## src/rtl/if_fetch_pkg.sv

```systemverilog
// if_fetch_pkg: shared constants for the instruction-fetch stage.
//   NopInst      - instruction presented when no valid fetch is available
//   ResetNEnable - level of the active-low reset when asserted
//   HoldPcBit    - index of the pc hold bit in the hold flag bus
//   HoldIfIdBit  - index of the if_id hold bit in the hold flag bus
//   InstAddrBus / InstBus / HoldFlagBus - bus widths
package if_fetch_pkg;

  localparam int InstAddrBus = 32;
  localparam int InstBus     = 32;
  localparam int HoldFlagBus = 3;

  localparam logic [InstBus-1:0] NopInst      = 32'h0000_0013;
  localparam logic               ResetNEnable = 1'b0;

  localparam int HoldPcBit   = 2;
  localparam int HoldIfIdBit = 1;

endpackage

```

## src/rtl/sync_fifo.sv

```systemverilog
// sync_fifo: small synchronous FIFO with flush, used for the in-flight
// address queue and the fetched-instruction queue.
// Ports:
//   i_clk, i_reset_n        clock, asynchronous active-low reset
//   i_push, i_push_data     write one entry
//   i_pop                   drop the head entry
//   i_flush                 empty the FIFO; wins over push and pop
//   o_count                 number of stored entries, 0..DEPTH
//   o_head                  oldest entry (undefined when o_count == 0)
// DEPTH must be a power of two so the pointers wrap naturally.
module sync_fifo #(
  parameter  int WIDTH = 32,
  parameter  int DEPTH = 2,
  localparam int CW    = $clog2(DEPTH + 1),
  localparam int PW    = (DEPTH > 1) ? $clog2(DEPTH) : 1
) (
  input  logic             i_clk,
  input  logic             i_reset_n,
  input  logic             i_push,
  input  logic [WIDTH-1:0] i_push_data,
  input  logic             i_pop,
  input  logic             i_flush,
  output logic [CW-1:0]    o_count,
  output logic [WIDTH-1:0] o_head
);

  localparam logic [CW-1:0] DepthC = CW'(DEPTH);

  logic [WIDTH-1:0] r_mem [DEPTH];
  logic [PW-1:0]    r_wr_ptr;
  logic [PW-1:0]    r_rd_ptr;
  logic [CW-1:0]    r_count;

  always_ff @(posedge i_clk or negedge i_reset_n) begin
    if (!i_reset_n) begin
      r_wr_ptr <= '0;
      r_rd_ptr <= '0;
      r_count  <= '0;
    end else if (i_flush) begin
      r_wr_ptr <= '0;
      r_rd_ptr <= '0;
      r_count  <= '0;
    end else begin
      if (i_push) r_wr_ptr <= r_wr_ptr + PW'(1);
      if (i_pop)  r_rd_ptr <= r_rd_ptr + PW'(1);
      case ({i_push, i_pop})
        2'b10:   r_count <= r_count + CW'(1);
        2'b01:   r_count <= r_count - CW'(1);
        default: r_count <= r_count;
      endcase
    end
  end

  // Storage needs no reset: o_count qualifies every read.
  always_ff @(posedge i_clk) begin
    if (i_push && !i_flush) r_mem[r_wr_ptr] <= i_push_data;
  end

  always @(posedge i_clk) begin
    if (i_reset_n && !i_flush) begin
      assert (!(i_push && !i_pop && r_count == DepthC));
      assert (!(i_pop && r_count == '0));
    end
  end

  assign o_count = r_count;
  assign o_head  = r_mem[r_rd_ptr];

endmodule

```

## src/rtl/if_fetch.sv

```systemverilog
// if_fetch: instruction-fetch stage. Owns the pc, issues requests on the
// instruction bus, buffers in-order responses and presents one instruction
// (with its address) per cycle to the if_id buffer.
// Ports:
//   i_clk, i_reset_n            clock, asynchronous active-low reset
//   i_hold_flag                 {pc_hold, if_id_hold, id_ex_hold}; bit 0 unused
//   i_jump_flag, i_jump_addr    redirect; flushes every wrong-path fetch
//   o_ibus_req, o_ibus_addr     fetch request / address (= pc)
//   i_ibus_gnt                  request accepted this cycle
//   i_ibus_rvalid, i_ibus_rdata in-order response, >= 1 cycle after gnt
//   o_inst_valid, o_inst, o_inst_addr  output toward if_id (NOP/0 when invalid)
// Bus handshake: a request transfers on o_ibus_req && i_ibus_gnt. A raised
// request keeps its address until granted unless a jump or pc hold drops it.
// Responses are unconditionally accepted (no back-pressure on rvalid).
module if_fetch
  import if_fetch_pkg::*;
#(
  parameter logic [InstAddrBus-1:0] RESET_PC = 32'h0000_0000,
  parameter int                     DEPTH    = 2
) (
  input  logic                   i_clk,
  input  logic                   i_reset_n,
  input  logic [HoldFlagBus-1:0] i_hold_flag,
  input  logic                   i_jump_flag,
  input  logic [InstAddrBus-1:0] i_jump_addr,
  output logic                   o_ibus_req,
  output logic [InstAddrBus-1:0] o_ibus_addr,
  input  logic                   i_ibus_gnt,
  input  logic                   i_ibus_rvalid,
  input  logic [InstBus-1:0]     i_ibus_rdata,
  output logic                   o_inst_valid,
  output logic [InstBus-1:0]     o_inst,
  output logic [InstAddrBus-1:0] o_inst_addr
);

  localparam int            CW     = $clog2(DEPTH + 1);
  localparam int            IqW    = InstAddrBus + InstBus;
  localparam logic [CW-1:0] DepthC = CW'(DEPTH);

  logic [InstAddrBus-1:0] r_pc;
  logic [CW-1:0]          r_out_cnt;
  logic [CW-1:0]          r_drop_cnt;

  logic                   w_pc_hold;
  logic                   w_if_id_hold;
  logic                   w_unused_id_ex_hold;
  logic [CW:0]            w_busy;
  logic                   w_issue;
  logic                   w_keep;
  logic                   w_drop;
  logic                   w_iq_pop;
  logic [CW-1:0]          w_aq_cnt;
  logic [InstAddrBus-1:0] w_aq_head;
  logic [CW-1:0]          w_iq_cnt;
  logic [IqW-1:0]         w_iq_head;

  assign w_pc_hold           = i_hold_flag[HoldPcBit];
  assign w_if_id_hold        = i_hold_flag[HoldIfIdBit];
  assign w_unused_id_ex_hold = i_hold_flag[0];

  // Every slot is reserved at issue time (in flight or buffered), so the
  // instruction queue can never overflow.
  assign w_busy = {1'b0, r_out_cnt} + {1'b0, w_iq_cnt};

  assign o_ibus_req  = (i_reset_n != ResetNEnable) && !w_pc_hold && !i_jump_flag &&
                       (w_busy < {1'b0, DepthC});
  assign o_ibus_addr = r_pc;
  assign w_issue     = o_ibus_req && i_ibus_gnt;

  // Responses owed to a flushed path are discarded while drop_cnt is nonzero.
  assign w_drop = i_ibus_rvalid && (r_drop_cnt != '0);
  assign w_keep = i_ibus_rvalid && (r_drop_cnt == '0);

  assign o_inst_valid = (w_iq_cnt != '0) && !i_jump_flag;
  assign w_iq_pop     = o_inst_valid && !w_if_id_hold;
  assign o_inst       = o_inst_valid ? w_iq_head[InstBus-1:0] : NopInst;
  assign o_inst_addr  = o_inst_valid ? w_iq_head[IqW-1:InstBus] : '0;

  sync_fifo #(.WIDTH(InstAddrBus), .DEPTH(DEPTH)) u_aq (
    .i_clk       (i_clk),
    .i_reset_n   (i_reset_n),
    .i_push      (w_issue),
    .i_push_data (r_pc),
    .i_pop       (w_keep),
    .i_flush     (i_jump_flag),
    .o_count     (w_aq_cnt),
    .o_head      (w_aq_head)
  );

  sync_fifo #(.WIDTH(IqW), .DEPTH(DEPTH)) u_iq (
    .i_clk       (i_clk),
    .i_reset_n   (i_reset_n),
    .i_push      (w_keep),
    .i_push_data ({w_aq_head, i_ibus_rdata}),
    .i_pop       (w_iq_pop),
    .i_flush     (i_jump_flag),
    .o_count     (w_iq_cnt),
    .o_head      (w_iq_head)
  );

  always_ff @(posedge i_clk or negedge i_reset_n) begin
    if (!i_reset_n) begin
      r_pc       <= RESET_PC;
      r_out_cnt  <= '0;
      r_drop_cnt <= '0;
    end else begin
      if (i_jump_flag)  r_pc <= i_jump_addr;
      else if (w_issue) r_pc <= r_pc + 32'd4;

      // No issue happens in a jump cycle, so only rvalid moves out_cnt then.
      case ({w_issue, i_ibus_rvalid})
        2'b10:   r_out_cnt <= r_out_cnt + CW'(1);
        2'b01:   r_out_cnt <= r_out_cnt - CW'(1);
        default: r_out_cnt <= r_out_cnt;
      endcase

      // On a jump, every response still owed after this cycle is wrong-path.
      if (i_jump_flag) r_drop_cnt <= r_out_cnt - CW'(i_ibus_rvalid);
      else if (w_drop) r_drop_cnt <= r_drop_cnt - CW'(1);
    end
  end

  always @(posedge i_clk) begin
    if (i_reset_n) begin
      assert (!(i_ibus_rvalid && r_out_cnt == '0));
      assert (!(w_issue && r_out_cnt == DepthC));
      assert (r_drop_cnt <= r_out_cnt);
      assert (w_aq_cnt <= r_out_cnt);
      assert (!(w_unused_id_ex_hold === 1'bx));
    end
  end

endmodule
```

## config.mk

```make
export PLATFORM = sky130hd
export DESIGN_NAME = if_fetch
export DESIGN_NICKNAME = d
export VERILOG_FILES = /design/src/rtl/if_fetch_pkg.sv /design/src/rtl/sync_fifo.sv /design/src/rtl/if_fetch.sv
export SDC_FILE = /design/constraint.sdc
export NUM_CORES = 1
export LEC_CHECK = 0
export BUFFER_PORTS_ARGS = -buffer_cell sky130_fd_sc_hd__buf_2
export CORE_UTILIZATION = 50
export CTS_BUF_LIST = sky130_fd_sc_hd__clkbuf_8
export CTS_CLUSTER_DIAMETER = 40
export DETAILED_ROUTE_END_ITERATION = 16
export PLACE_DENSITY = 0.75
export SETUP_SLACK_MARGIN = 0.02
export SLEW_MARGIN = 5
export SYNTH_ARGS = -nofsm -noshare
export SYNTH_HDL_FRONTEND = slang
export SYNTH_SLANG_ARGS = --single-unit
```

## constraint.sdc

```tcl
create_clock -name i_clk -period 6.16 [get_ports i_clk]
set_clock_uncertainty 0.05 [all_clocks]
set_input_delay 1.232 -clock i_clk [delete_from_list [all_inputs] [get_ports i_clk]]
set_output_delay 1.232 -clock i_clk [all_outputs]
set_load 0.01 [all_outputs]
```

## Word level (Yosys, flattened, before mapping)

Memory sizes are Yosys's and may differ from the RTL's.
Index checks and enable logic that the tools add are counted.

| word-level totals | value |
|---|---|
| register bits | 42 |
| latch bits | 0 |
| memory bits (writable) | 192 |
| ROM bits | 0 |
| bits of input ports | 72 |
| memories kept | 2 |

| operators by class | value |
|---|---|
| $add $sub $neg | 12 |
| multiply operators | 0 |
| divide/modulo/power cells | 0 |
| order comparisons | 1 |
| equal/unequal tests | 4 |
| shifts and indexed selects | 0 |
| muxes and demuxes | 21 |
| bitwise operators | 0 |
| reductions and logical operators | 22 |

Memories:

| name | depth | width | rd ports | clocked after Yosys merged registers in | write ports | line | text |
|---|---|---|---|---|---|---|---|
| u_iq.r_mem | 2 | 64 | 1 | 0 | 1 | sync_fifo.sv:29 | `logic [WIDTH-1:0] r_mem [DEPTH];` |
| u_aq.r_mem | 2 | 32 | 1 | 0 | 1 | sync_fifo.sv:29 |  |

Operators by type and width:

| operator | number |
|---|---|
| two-way mux 32 bit | 4 |
| adder 32 x 3 -> 32 bit, second input constant | 1 |
| nonzero test 2 bit | 7 |
| two-way mux 1 bit | 12 |
| logical AND 1 bit | 10 |
| one-hot mux 2 bit (2 select lines) | 2 |
| two-way mux 2 bit | 3 |
| subtractor 2 x 1 -> 2 bit, second input constant | 3 |
| adder 1 bit, second input constant | 4 |
| adder 2 x 1 -> 2 bit, second input constant | 2 |
| equality test 2 x 1 -> 1 bit, second input constant | 2 |
| equality test 2 bit, second input constant | 2 |
| adder 2 x 2 -> 3 bit | 1 |
| zero test 1 bit | 3 |
| less-than comparator 3 x 2 -> 1 bit, second input constant | 1 |
| nonzero test 3 bit | 1 |
| zero test 2 bit | 1 |
| subtractor 2 x 1 -> 2 bit | 1 |

## Logic depth before layout (Yosys ltp)

Gate-level depths: netlist (run 1).

| logic depth | value |
|---|---|
| depth in word-level cells | 8 |
| mapped depth | 10 |
| mapped depth without buffers | 9 |

## Cells and area by module

From an unflattened synthesis (run 1), not the netlist that was laid out.

| unflattened totals | value |
|---|---|
| cell total of the unflattened synthesis | 655 |
| area, all modules | 10,282.4 sq um |

By module, submodules not included:

| module | instances | cells an instance | area each (sq um) | seq. area each (sq um) |
|---|---|---|---|---|
| sync_fifo (u_iq) | 1 | 218 | 5,028.6 | 3,943.8 |
| sync_fifo (u_aq) | 1 | 118 | 2,638.8 | 2,021.9 |
| if_fetch | 1 | 319 | 2,615.0 | 900.9 |

## Worst setup path after synthesis (run 1)

No wires, ideal clock.

| timing path | value |
|---|---|
| path type | input port to flip-flop |
| start point | input i_jump_flag |
| end point | memory u_iq.r_mem[1][0] in the netlist's numbering, enable pin |
| library setup time | 578 ps |
| arrival | 6,303 ps |
| setup slack | -771 ps |
| stages on the path | 3 |
| path buffers | 2 |
| path through | buf_2 clkbuf_1 nor3b_1 |

| on the way | value |
|---|---|
| cells in the longest elaborated chain, start to end | 4 |

RTL lines:

| element | line | text |
|---|---|---|
| from (decl) | if_fetch.sv:24 | `input logic i_jump_flag,` |
| zero test 1 bit | sync_fifo.sv:56 | `if (i_push && !i_flush) r_mem[r_wr_ptr] <= i_push_data;` |
| logical AND 1 bit | sync_fifo.sv:56 |  |
| two-way mux 1 bit | sync_fifo.sv:56 |  |
| two-way mux 1 bit (implied by the code) | sync_fifo.sv:56 |  |
| to (decl) | sync_fifo.sv:29 |  |

Every way passes these cells.

## Final worst setup path (run 1)

| timing path | value |
|---|---|
| start point | input i_jump_flag |
| end point | output o_inst[1] |

| on the way | value |
|---|---|
| cells in the longest elaborated chain, start to end | 3 |

RTL lines:

| element | line | text |
|---|---|---|
| zero test 1 bit | if_fetch.sv:74 | `assign o_inst_valid = (w_iq_cnt != '0) && !i_jump_flag;` |
| logical AND 1 bit | if_fetch.sv:74 |  |
| two-way mux 32 bit | if_fetch.sv:76 | `assign o_inst = o_inst_valid ? w_iq_head[InstBus-1:0] : NopInst;` |
| to (decl) | if_fetch.sv:32 | `output logic [InstBus-1:0] o_inst,` |

Every way passes these cells.

==> reports/results.txt, run 1 <==
The tools report the initial antenna violation count as 0. The number of gates resized after cts was 0. Synthesis produced a netlist with a net count of 727. The floorplan step defined a core boundary enclosing 18,710 um^2. The cell area after synthesis is 9530 um^2, and the detailed-route vias per instance is 5.440.

Combinational logic is responsible for 11.7% of the overall power. The count of final max-slew check failures was 0. Traced cell by cell, the critical path runs through buf_2 -> clkinv_1 -> o21ai_4 -> buf_4 -> inv_1 -> nand2_1 -> buf_2. Global routing used 20.73% of the available tracks.

The critical path startpoint category was a primary input. The final number of hold-violating endpoints came out at 0. The number of hold buffers added after CTS was 0. The tools report the least setup slack across all paths after layout as 1.568 ns. After technology mapping, the gate count stands at 650. By count the netlist is led by 192 x sky130_fd_sc_hd__edfxtp_1, 84 x sky130_fd_sc_hd__nor2_1, 65 x sky130_fd_sc_hd__mux2i_1. Global routing consumed, on the met3 layer, 5.265% of the routing resources. The tools report the final weighted congestion in routability-driven placement as 0.8022. The worst pin sits at a relative slew slack of 10.11%. Setup total negative slack on the finished layout was measured at 0 ns.

Based on the critical path, the design can be clocked at up to 217.8 MHz. The fraction of synthesis flops using an asynchronous set or reset pin is 17.95%. Final critical-path share of the clock period: 74.54%.

The delay of the slowest cell on the worst path came out at 0.59 ns. The clock drives 234 sinks. Among all cell types in the netlist, the one instantiated most often is sky130_fd_sc_hd__edfxtp_1. Number of antenna diodes: 0. In this run the most used layer during global routing was met2. For the pin with the worst max-slew slack, the measured transition is 1.338 ns. Number of synthesized register bits: 234. The setup slack after placement was 1.569 ns. The floorplan has 50 rows. For this run, the leading register cell type out of synthesis is sky130_fd_sc_hd__edfxtp_1. For this configuration, the core starts out at a cell density of 50.95%. In this run switching power makes up 24.37% of total power.

Biggest area consumer among synthesized cells: sky130_fd_sc_hd__edfxtp_1. The layout-stage area growth over the synthesis result works out to 20.05%. The later pin in the worst-skew pair is clocked with a latency of 0.53 ns. For met2 alone, demand over resource in global routing was 34.39%.

Port buffering added 168 buffers. The fraction of layout instances using a drive strength above 1 was 31.64%; the minimum clock period was 4.592 ns. TritonCTS built the clock tree.

Half-perimeter wire length after detailed placement: 12,090 um. The power density normalized to cell area was 323.4 nW/um^2; the largest net degree at the start of global routing was 65. For this run, global-route usage on met1 was measured as 26.24%. Among all stages on the critical path, the largest delay is contributed by sky130_fd_sc_hd__buf_4. The run gives 3.31 ns as the arrival time reported for the critical path endpoint. The number of setup buffers added after CTS was 0; the static leakage was 4.311 nW. During synthesis, Yosys emitted a total of 0 warnings.

Cell internal power was estimated by the tool at 2.798 mW. The overflow left after global routing was 0. By instance count, the cell type seen most on the critical path is sky130_fd_sc_hd__buf_2.

For the via count of the first global-routing pass, the log shows 5,986. The peak ir drop on the vdd network is 190.5 uV. The die is 140.1 um wide. The run finished with clean final reports. The sequential cell area fraction in the yosys report is 71.52%, and the mean instance size in the synthesized netlist is 14.66 um^2. The run gives 3.700 mW as the overall power. The floorplan step defined a die boundary enclosing 19,620 um^2.

The clock network fraction of design power is 36.3%. Number of remaining DRC errors: 0. The logs give 0 for the final-report setup violation count and 0 for the final antenna-violating net count. Across the run, the number of max-cap violations was 0.

The category of the critical setup timing path was in -> out. Of the post-synthesis cell area, the dominant cell type holds 60.50%. The first global-routing pass estimated 31,360 um of wire. The die span in y was 140.1 um. The switching component of the power came out at 0.9016 mW. The class of the tightest hold or removal check was reg -> reg.

Setup repair after global routing left no endpoint under its margin. Sorting the synthesized cells by area gives the leading types as sky130_fd_sc_hd__edfxtp_1 60%, sky130_fd_sc_hd__dfrtp_1 11%, sky130_fd_sc_hd__mux2i_1 6.8%. The logs give 170 for the count of boundary I/O pins and 49 for the count of distinct cell types in the synthesized netlist.

The tools report the maximum clock path buffer count as 3. The via count of the routed design was 5,984; the count of flip-flops with a built-in enable after synthesis was 192. The first detailed-routing pass took 6 iterations. After the last flow step, the layout net total stands at 915. Data on the critical path is required at its endpoint by 4.88 ns. Number of levels in the clock H-tree: 2. The worst setup path is captured at an output port.

The average wire length per cell after detail routing was 17.93 um. Summed over all layers, the routed wires come to 19,730 um. The largest driver fanout on the critical path came out at 62.

The number of clock buffers added by TritonCTS is 39. Clock-pin slew was measured on the worst setup and hold paths at 0.06 ns. The tools report the register share of total power as 52.1%. The master cell of the clock root buffer is sky130_fd_sc_hd__clkbuf_8. The first routing iteration left 386 violations.
sequential cells by signal, summed over array words and instances, names as in the netlist:
signal	cells
u_aq.r_mem	64
u_iq.r_wr_ptr	1
u_iq.r_rd_ptr	1
u_aq.r_rd_ptr	1
u_iq.r_mem	128
u_aq.r_wr_ptr	1
o_ibus_addr	32
r_out_cnt	2
u_iq.o_count	2
r_drop_cnt	2
stage by stage:
stage               utilization, %  cell area, um^2  hold slack [ns]  instances
CTS                          61.16            11440           0.4454       1100
global placement             56.96            10660           0.4244       1031
detailed placement           56.96            10660           0.4293       1031
finish                       61.16            11440           0.4645       1100
global route                 61.16            11440           0.4749       1100
floorplan                        -             9540           0.4473        650
layout by cell type (no fill, tap or decap), types with 4 or more instances in the layout:
master,Yosys,final
sky130_fd_sc_hd__o31a_1,4,4
sky130_fd_sc_hd__a21oi_1,11,11
sky130_fd_sc_hd__ha_1,4,4
sky130_fd_sc_hd__clkbuf_8,0,47
sky130_fd_sc_hd__xnor2_1,7,7
sky130_fd_sc_hd__buf_2,5,168
sky130_fd_sc_hd__edfxtp_1,192,192
sky130_fd_sc_hd__buf_4,0,8
sky130_fd_sc_hd__and3_1,5,4
sky130_fd_sc_hd__nor2_1,84,83
sky130_fd_sc_hd__clkinv_1,1,11
sky130_fd_sc_hd__inv_1,9,16
sky130_fd_sc_hd__o211ai_1,5,5
sky130_fd_sc_hd__mux2_2,34,34
sky130_fd_sc_hd__o21ai_0,24,24
sky130_fd_sc_hd__xor2_1,7,7
sky130_fd_sc_hd__a221o_1,4,4
sky130_fd_sc_hd__dfrtp_1,42,41
sky130_fd_sc_hd__nand4_1,17,17
sky130_fd_sc_hd__mux2i_1,65,65
sky130_fd_sc_hd__nor3_1,7,6
sky130_fd_sc_hd__nand2_1,38,38
sky130_fd_sc_hd__nand3_1,19,19
cell families (layout without fill, tap and decap cells):
logic type      Yosys count  after routing  synth area share (%)
simple gates            193            193                 9.531
buf+inv                  40            256                 1.641
mux                      99             99                 10.84
fa+ha+maj                 5              5                0.7352
flops                   234            234                 71.52
compound gates           65             65                 4.438
xor+xnor                 14             14                 1.287
cell type report:
cell class / instances / area (um^2)
clock buffers: 47 / 646.9
clock inverters: 22 / 138.9
fillers: 1412 / 7264
inverters: 11 / 41.29
multi-input cells: 376 / 2600
flip-flops and latches: 234 / 6820
well taps: 234 / 292.8
repair buffers: 176 / 900.9
power groups by stage:
stage                     registers [mW]  clock network, mW  logic [mW]
final                               1.93               1.34       0.432
after global routing                1.94               1.46       0.475
after CTS                           1.93               1.38       0.436
after detailed placement            1.96                  0       0.432
after global placement              1.95                  0       0.424
after floorplan                     1.93                  0       0.286
worst max-delay path, delay by kind of cell:
family                 cells  cell delay [ns]
buffers and inverters      5             1.79
AOI/OAI and AO/OA          1             0.14
and+or+nand+nor            1             0.10
per-layer routing:
layer | share of wire, % | up-vias | wire, um
met2 | 48 | 219 | 9562
met4 | 2.5 | 0 | 499
li1 | - | 2817 | -
met1 | 43 | 2907 | 8446
met3 | 6.2 | 41 | 1217
met5 | 0 | - | 0
path summary, 6_finish.rpt:
kind,from,to,slack (ns),cells past startpoint
setup / recovery,i_jump_flag,o_inst[1],1.57,7
hold / removal,o_ibus_addr[1],u_aq.r_mem[0][1],0.46,0
setup reg to reg,u_iq.o_count[0],u_aq.r_mem[0][0],2.56,6
hold reg to reg,o_ibus_addr[1],u_aq.r_mem[0][1],0.46,0
max in group asynchronous,i_reset_n,u_iq.r_rd_ptr,4.86,2
min in group asynchronous,i_reset_n,r_out_cnt[0],0.75,2
(Power assumes the default switching activity.)
==> run 2, diff against run 1 <==
Settings changed: ABC_AREA set to 1.
Clock period 6.16 ns to 4.2 ns, I/O delays scaled along.
==> run 2 against run 1 <==
Net effect: clock power is 48% higher; synthesized area is 9.0% higher; register-to-register slack worse by 0.97 ns; highest routed layer unchanged; final cell count is 30% higher; hold slack worse by 0.058 ns; sequential power is 54% higher; via count is 19% higher.
==> reports/results.txt, run 2 <==
The count of distinct cell types in the synthesized netlist came out at 31. The first global-routing pass estimated 34,130 um of wire. Wire length on met3: 1641 um. The run gives 1,362 as the number of placed instances with taps included.

For this design, the sink count on the clock tree is 234. The tools report the wire length reported by the detailed router as 21,500 um. On the worst path, the slowest cell contributes a delay of 0.38 ns.

In this run, CTS created clock tree buffers numbering 40. The tools report the insertion delay to the later sink of the worst-skew pair as 0.52 ns. Final number of hold-violating endpoints: 0. The main combinational cell family by area after synthesis is simple AND/OR/NAND/NOR gates.

By instance count, the cell type seen most on the critical path is sky130_fd_sc_hd__buf_2. The largest register by flop count is u_iq.r_mem. The count of boundary I/O pins is 170. Clock tree synthesis selected as its root buffer the cell sky130_fd_sc_hd__clkbuf_8. After detailed routing, the average wire length per cell comes to 15.03 um. The first-pass detailed-route iteration total is 5. The required time at the endpoint of the critical path is 3.31 ns. Measured on the finished design, the core utilization comes to 60.45%.

The transition time of the tightest slew-check pin was 1.050 ns. The remaining max-slew budget at the tightest pin was 29.89%; the die span in y was 146.1 um. For the met2 wire length, the log shows 10,020 um.

In the layout the commonest cells are 330 x sky130_fd_sc_hd__nand2_1, 192 x sky130_fd_sc_hd__edfxtp_1, 168 x sky130_fd_sc_hd__buf_2. In the post-synthesis netlist, the cell with the most instances is sky130_fd_sc_hd__nand2_1. TritonCTS built the clock tree.

In this run the worst setup path terminates at o_inst[4]. The fraction of synthesis flops using an asynchronous set or reset pin came out at 17.95%. The logs give 0 for the final-report setup violation count and 311.6 MHz for the maximum operating frequency. Counting flops and latches in the post-synthesis netlist gives 234. The count of final max-slew check failures is 0. In the post-synthesis netlist, the biggest area contributors are sky130_fd_sc_hd__edfxtp_1 55%, sky130_fd_sc_hd__nand2_1 12%, sky130_fd_sc_hd__dfrtp_1 10%. The total nets after synthesis is 1,025. The synthesized netlist devotes 0.6745% of its cell area to adder and majority cells. The mean instance size in the synthesized netlist came out at 10.96 um^2. The cell count along the critical path is 7, and the portion of netlist area occupied by mux cells is 6.612%.

The number of flip-flops in the largest register is 128, and the fill cell total of the finished layout is 1,698. The post-synthesis simple-gate area fraction works out to 18.21%. The biggest area consumer among synthesized cells is sky130_fd_sc_hd__edfxtp_1. For the number of maximum-capacitance violations, the log shows 0. The class of the tightest hold or removal check was in -> async. The fraction of layout instances using a drive strength above 1 was 27.65%. The largest net degree at the start of global routing is 65, and the count of routing violations after the opening detailed-route iteration is 469. Across all layers, the routed design uses 7,142 vias.

The die covers 21,360 um^2. The number of antenna diodes in the final layout is 0. The complex-gate fraction of the synthesized area was 1.855%. After clock tree synthesis, the repair step resized 0 gates.

In this run the critical register-to-register path is launched from r_out_cnt[0]. The capturing point of the worst reg2reg path was u_aq.r_mem[0][17]. Yosys printed 0 warnings. Power density normalized to cell area: 516.2 nW/um^2. The run gives 6,877 as the via count of the first global-routing pass. The signal on the critical path passes through buf_2 -> inv_4 -> nand2_1 -> inv_2 -> buf_12 -> o211ai_1 -> buf_2. The category of the critical setup timing path was in -> out. Summing the areas of all xor and xnor instances in the mapped netlist gives 0.8431% of the synthesized area. The slowest stage cell on the critical path was sky130_fd_sc_hd__inv_2.

The logs give 0 for the initial antenna violation count and 0 for the final antenna-violating net count. In this run the register-to-register setup slack is 1.59 ns. The flow ran to the end, and the final reports show no timing, DRC or antenna violations. In this run the number of H-tree levels came out at 2.

Relative to the synthesized area, the layout overhead comes to 18.11%. Arrival time reported for the critical path endpoint: 2.32 ns. The leading cell type in the layout, fill and taps excluded is sky130_fd_sc_hd__nand2_1.

The detailed-route vias per instance was 4.991. The run gives 13,560 um as the half-perimeter wire length after detailed placement. The detailed router put a total of 9272 um of wire on met1. The initial utilization of the core area, before any placement, comes to 51.18%.

The total routing resource utilization after global routing was 20.38%; the number of I/O port buffers was 168. Along the worst path, the maximum fanout reaches 44. Summed over all cells, the static leakage comes to 5.573 nW. Leading register cell type out of synthesis: sky130_fd_sc_hd__edfxtp_1. By count the netlist is led by 330 x sky130_fd_sc_hd__nand2_1, 192 x sky130_fd_sc_hd__edfxtp_1, 117 x sky130_fd_sc_hd__inv_1. The net count of the finished layout is 1,211. The maximum clock path buffer count is 3, and the final critical-path share of the clock period is 76.41%. After technology mapping, the gate count stands at 948. The run gives 65.61% as the sequential cell area fraction in the yosys report. The source of the critical timing path was i_jump_flag. Share of Yosys cell area claimed by the top area cell type: 55.50%. The number of hold-repair buffers added at the cts stage was 0; the clock transition time at the flip-flop clock pins of the worst setup and hold paths was 0.06 ns.

The count of flip-flops with a built-in enable after synthesis was 192. Setup repair after global routing left no endpoint under its margin. The cell area that synthesis handed to floorplanning was 10,390 um^2. The post-layout instance count excluding filler cells is 1,431, and the overflow left after global routing is 0. The peak ir drop on the vdd network is 242.9 uV. The highest metal layer used by the detailed router was met4.

The minimum clock period came out at 3.209 ns. STA classifies the critical path endpoint as an output port. Row generation in the floorplan step produced 52 rows. STA classifies the critical path startpoint as a primary input. The number of buffer and inverter stages on the critical path came out at 5. The number of setup buffers added after CTS is 0.

Measured along the x axis, the die boundary spans 146.1 um. On the critical path the largest part of the delay comes from buffers and inverters. The number of remaining DRC errors came out at 0. The tools report the placeable core region as 20,300 um^2. Routability-driven placement finished with a final weighted congestion of 0.8579.

The depth of the worst register-to-register path came out at 7.
-- run 2: area by class of cell --
class                   instances  area (um^2)  share of cell area, %
flip-flops and latches        234         6818                  55.56
repair buffers                177        933.4                  7.607
clock inverters                28        210.2                  1.713
inverters                     121        457.9                  3.732
multi-input cells             560         2949                  24.03
well taps                     270        337.8                  2.753
clock buffers                  41        564.3                  4.599
-- run 2: per-layer routing --
layer	global-route usage (%)	up-vias
li1	-	3470
met1	26.84	3341
met2	33.31	276
met3	4.656	55
met4	7.083	0
met5	0	-
-- run 2: logic make-up after synthesis --
kind of cell | after synthesis
mux | 61
xor+xnor | 10
fa+ha+maj | 5
compound gates | 31
buf+inv | 154
simple gates | 453
flops | 234
-- run 2: report_power, final --
part           switching [mW]  internal [mW]
Sequential              0.187           2.78
Combinational           0.823          0.559
Clock                   0.884           1.10
Total                    1.89           4.44
-- run 2: per-stage QoR --
step | setup slack, ns | instance area [um^2] | hold WS (ns) | total power, mW | setup TNS [ns]
detailed placement | 0.9886 | 11500 | 0.4425 | 4.408 | 0
floorplan | -0.1445 | 10390 | 0.4312 | 3.922 | -18.50
finish | 0.9906 | 12270 | 0.4068 | 6.335 | 0
global route | 0.8744 | 12270 | 0.4232 | 6.670 | 0
CTS | 0.9846 | 12270 | 0.4092 | 6.402 | 0
global placement | 0.9937 | 11500 | 0.4286 | 4.361 | 0
-- run 2: worst min-delay path by stage --
stage / start / endpoint / slack [ns] / cells after the start
finish: i_reset_n / o_ibus_addr[25] / 0.41 / 2
global route: i_ibus_rdata[22] / u_iq.r_mem[1][22] / 0.42 / 1
CTS: i_reset_n / o_ibus_addr[25] / 0.41 / 2
detailed placement: o_ibus_addr[1] / u_aq.r_mem[1][1] / 0.44 / 0
global placement: o_ibus_addr[1] / u_aq.r_mem[1][1] / 0.43 / 0
floorplan: u_iq.r_wr_ptr / u_iq.r_wr_ptr / 0.43 / 1
==> run 3, diff against run 2 <==
Settings changed: PLACE_DENSITY 0.75 to 0.72.
Clock period 4.2 ns to 3.1 ns, I/O delays scaled along.
==> run 3 against run 2 <==
Net effect: non-clock buffer count rose by 7; setup slack worse by 0.72 ns; design area increased by 1.0%; wire length decreased by 1.2%; first-iteration DRC count shrank 26%; register-to-register slack worse by 1.0 ns; critical path depth fell by 2; count of clock-buffer cells in the layout rose by 3; sequential power rose by 35%; sequential cell count unchanged; via count fell by 1.4%; final cell count up 0.49%; highest routed layer unchanged.
==> reports/results.txt, run 3 (synthesis results as in run 2) <==
The finished cells cover 12,400 um^2. At the pin with the least slew margin, the transition time is 1.013 ns. Detailed routing inserted a total of 7,040 vias. The count of boundary I/O pins is 170, and the overflow left after global routing is 0.

The worst slack on hold paths is 0.1855 ns. The worst path needs 2.829 ns of the cycle, external delays included. The run gives 1,369 as the number of placed instances with taps included. The worst pin sits at a relative slew slack of 32.37%. For the post-placement cell area, the log shows 11,640 um^2. The worst setup path is captured at an output port. For met1 alone, demand over resource in global routing was 26.91%. The depth of the worst register-to-register path is 7. The delay of the slowest cell on the worst path was 0.77 ns; the cell count along the critical path was 5. The layout-stage area growth over the synthesis result works out to 19.32%. Port buffering added 168 buffers. The initial antenna violation count was 0; the wire length reported by the detailed router was 21,230 um. The die covers 21,360 um^2.

Data on the critical path is required at its endpoint by 2.43 ns. The run finished with clean final reports. Data arrives at the worst endpoint at 2.16 ns.

The number of buffer and inverter stages on the critical path came out at 3. The post-layout instance count excluding filler cells is 1,438. The post-layout net count is 1,217, and the number of maximum-capacitance violations is 0. The half-perimeter wire length after detailed placement came out at 14,070 um. Once the floorplan was initialized, standard cells occupied 51.18% of the core. The number of gates resized after cts is 0. Once the clock tree was built, the setup fixing pass inserted 0 buffers. In the global route stage, overall resource usage came out at 20.13%.

The first-pass detailed-route iteration total came out at 5. Dividing the detail-routed via count by the number of cells gives 4.896. Once detail routing completed, the nets flagged for antenna violations numbered 0. In this run the power density over the cells is 690.8 nW/um^2.

The floorplan has 52 rows. Clock-pin slew was measured on the worst setup and hold paths at 0.06 ns. The congestion estimate from routability-driven global placement came to 0.8832.

Entering global routing, the biggest net connects 43 pins. The number of antenna diodes in the final layout is 0. The placeable core region is 20,300 um^2, and the number of hold-repair buffers added at the cts stage is 0. For this block, the initial DRC count from the detailed router was 348. The maximum operating frequency was 353.5 MHz. Buffers inserted during clock tree synthesis total 39. The global-route wire length before repair is 33,940 um.

The via count of the first global-routing pass was 6,696; the number of remaining DRC errors was 0. Class of the tightest hold or removal check: in -> async. For this run, global-route usage on met3 was measured as 3.938%. More flip-flops sit in one register than any other, and that register is u_iq.r_mem.

For the count of final max-slew check failures, the log shows 0. The final number of hold-violating endpoints was 0. The final critical-path share of the clock period was 91.24%. TritonCTS built the clock tree.

In this run the static leakage power is 5.622 nW. The accumulated negative setup slack is 0 ns. The library cells used most frequently in the layout, excluding fill and tap cells, are 330 x sky130_fd_sc_hd__nand2_1, 192 x sky130_fd_sc_hd__edfxtp_1, 168 x sky130_fd_sc_hd__buf_2.

The tools report the peak ir drop on the vdd network as 383.0 uV. At the later pin of the worst-skew pair, clock insertion delay measures 0.51 ns. The register with the most flip-flops in the layout has 128 of them. The tools report the final-report setup violation count as 0. The post-route netlist has 27.65% of its cells at a drive strength greater than 1.

The largest driver fanout on the critical path is 28, and the met2 track demand over resource is 32.71%. The root buffer cell chosen for the clock tree is sky130_fd_sc_hd__clkbuf_8. The tools report the critical path startpoint category as a flop. The signal on the critical path passes through buf_12 -> mux2_2 -> nand2_1 -> inv_1 -> buf_2.

In this run the vertical extent of the chip is 146.1 um. Setup repair after global routing left no endpoint under its margin. The maximum clock path buffer count is 3, and the width of the chip is 146.1 um. CTS built an H-tree with a depth of 2.

Category of the critical setup timing path: reg -> out. The clock drives 234 sinks. The library cell used most frequently in the layout, excluding fill and tap cells, is sky130_fd_sc_hd__nand2_1. In this run the most used layer during global routing was met2. Slowest stage cell on the critical path: sky130_fd_sc_hd__dfrtp_2. In the final routed layout, each cell accounts on average for 14.77 um. Cell family with the largest share of critical-path delay: flip-flops.
[run 3: cell types whose count changed in the layout (fill, tap and decap cells not counted), sizes merged]
cell,before,now
buf,177,184
clkbuf,41,44
bufinv,3,2
clkinvlp,1,0
inv,132,131
[run 3: power by group]
group	switching (mW)	internal, mW	leakage [nW]
logic	1.11	0.815	2.94
clock network	1.15	1.46	0.429
registers	0.257	3.76	2.25
[run 3: stage by stage]
stage,util (%),total power [mW],worst slack (ns)
after global routing,61.06,9.027,0.1534
after detailed placement,57.32,6.029,0.5614
after floorplan,-,5.314,-1.025
after global placement,57.32,5.972,0.5862
after CTS,61.06,8.667,0.2178
final,61.06,8.563,0.2714
[run 3: worst reg2reg max path, cell delays in order (launching register included)]
cell	delay (ns)
sky130_fd_sc_hd__dfrtp_1	0.42
sky130_fd_sc_hd__nand2_1	0.08
sky130_fd_sc_hd__inv_1	0.04
sky130_fd_sc_hd__fa_1	0.48
sky130_fd_sc_hd__nor3_4	0.25
sky130_fd_sc_hd__nand3_4	0.24
sky130_fd_sc_hd__nor2_2	0.17
sky130_fd_sc_hd__buf_4	0.40
[run 3: final timing paths]
kind	slack, ns	startpoint	to
min in group i_clk	0.25	i_ibus_rdata[8]	u_iq.r_mem[1][8]
worst max-delay path	0.27	u_iq.r_rd_ptr	o_inst[18]
worst min register to register	0.45	o_ibus_addr[1]	u_aq.r_mem[0][1]
worst max register to register	0.58	r_out_cnt[0]	u_aq.r_mem[0][24]
max in group asynchronous	2.39	i_reset_n	u_iq.r_rd_ptr
worst min-delay path	0.19	i_reset_n	o_ibus_addr[22]
[run 3: layout make-up]
class / count / area (um^2)
fillers: 1714 / 7904
multi-input cells: 560 / 2949
clock buffers: 44 / 605.6
flip-flops and latches: 234 / 6818
repair buffers: 184 / 1074
inverters: 121 / 457.9
clock inverters: 25 / 153.9
well taps: 270 / 337.8
[run 3: layer usage]
| layer | up-vias | wire length [um] |
|---|---|---|
| met5 | - | 0 |
| met4 | 0 | 487 |
| met3 | 37 | 1433 |
| met2 | 244 | 9927 |
| met1 | 3273 | 9384 |
| li1 | 3486 | - |
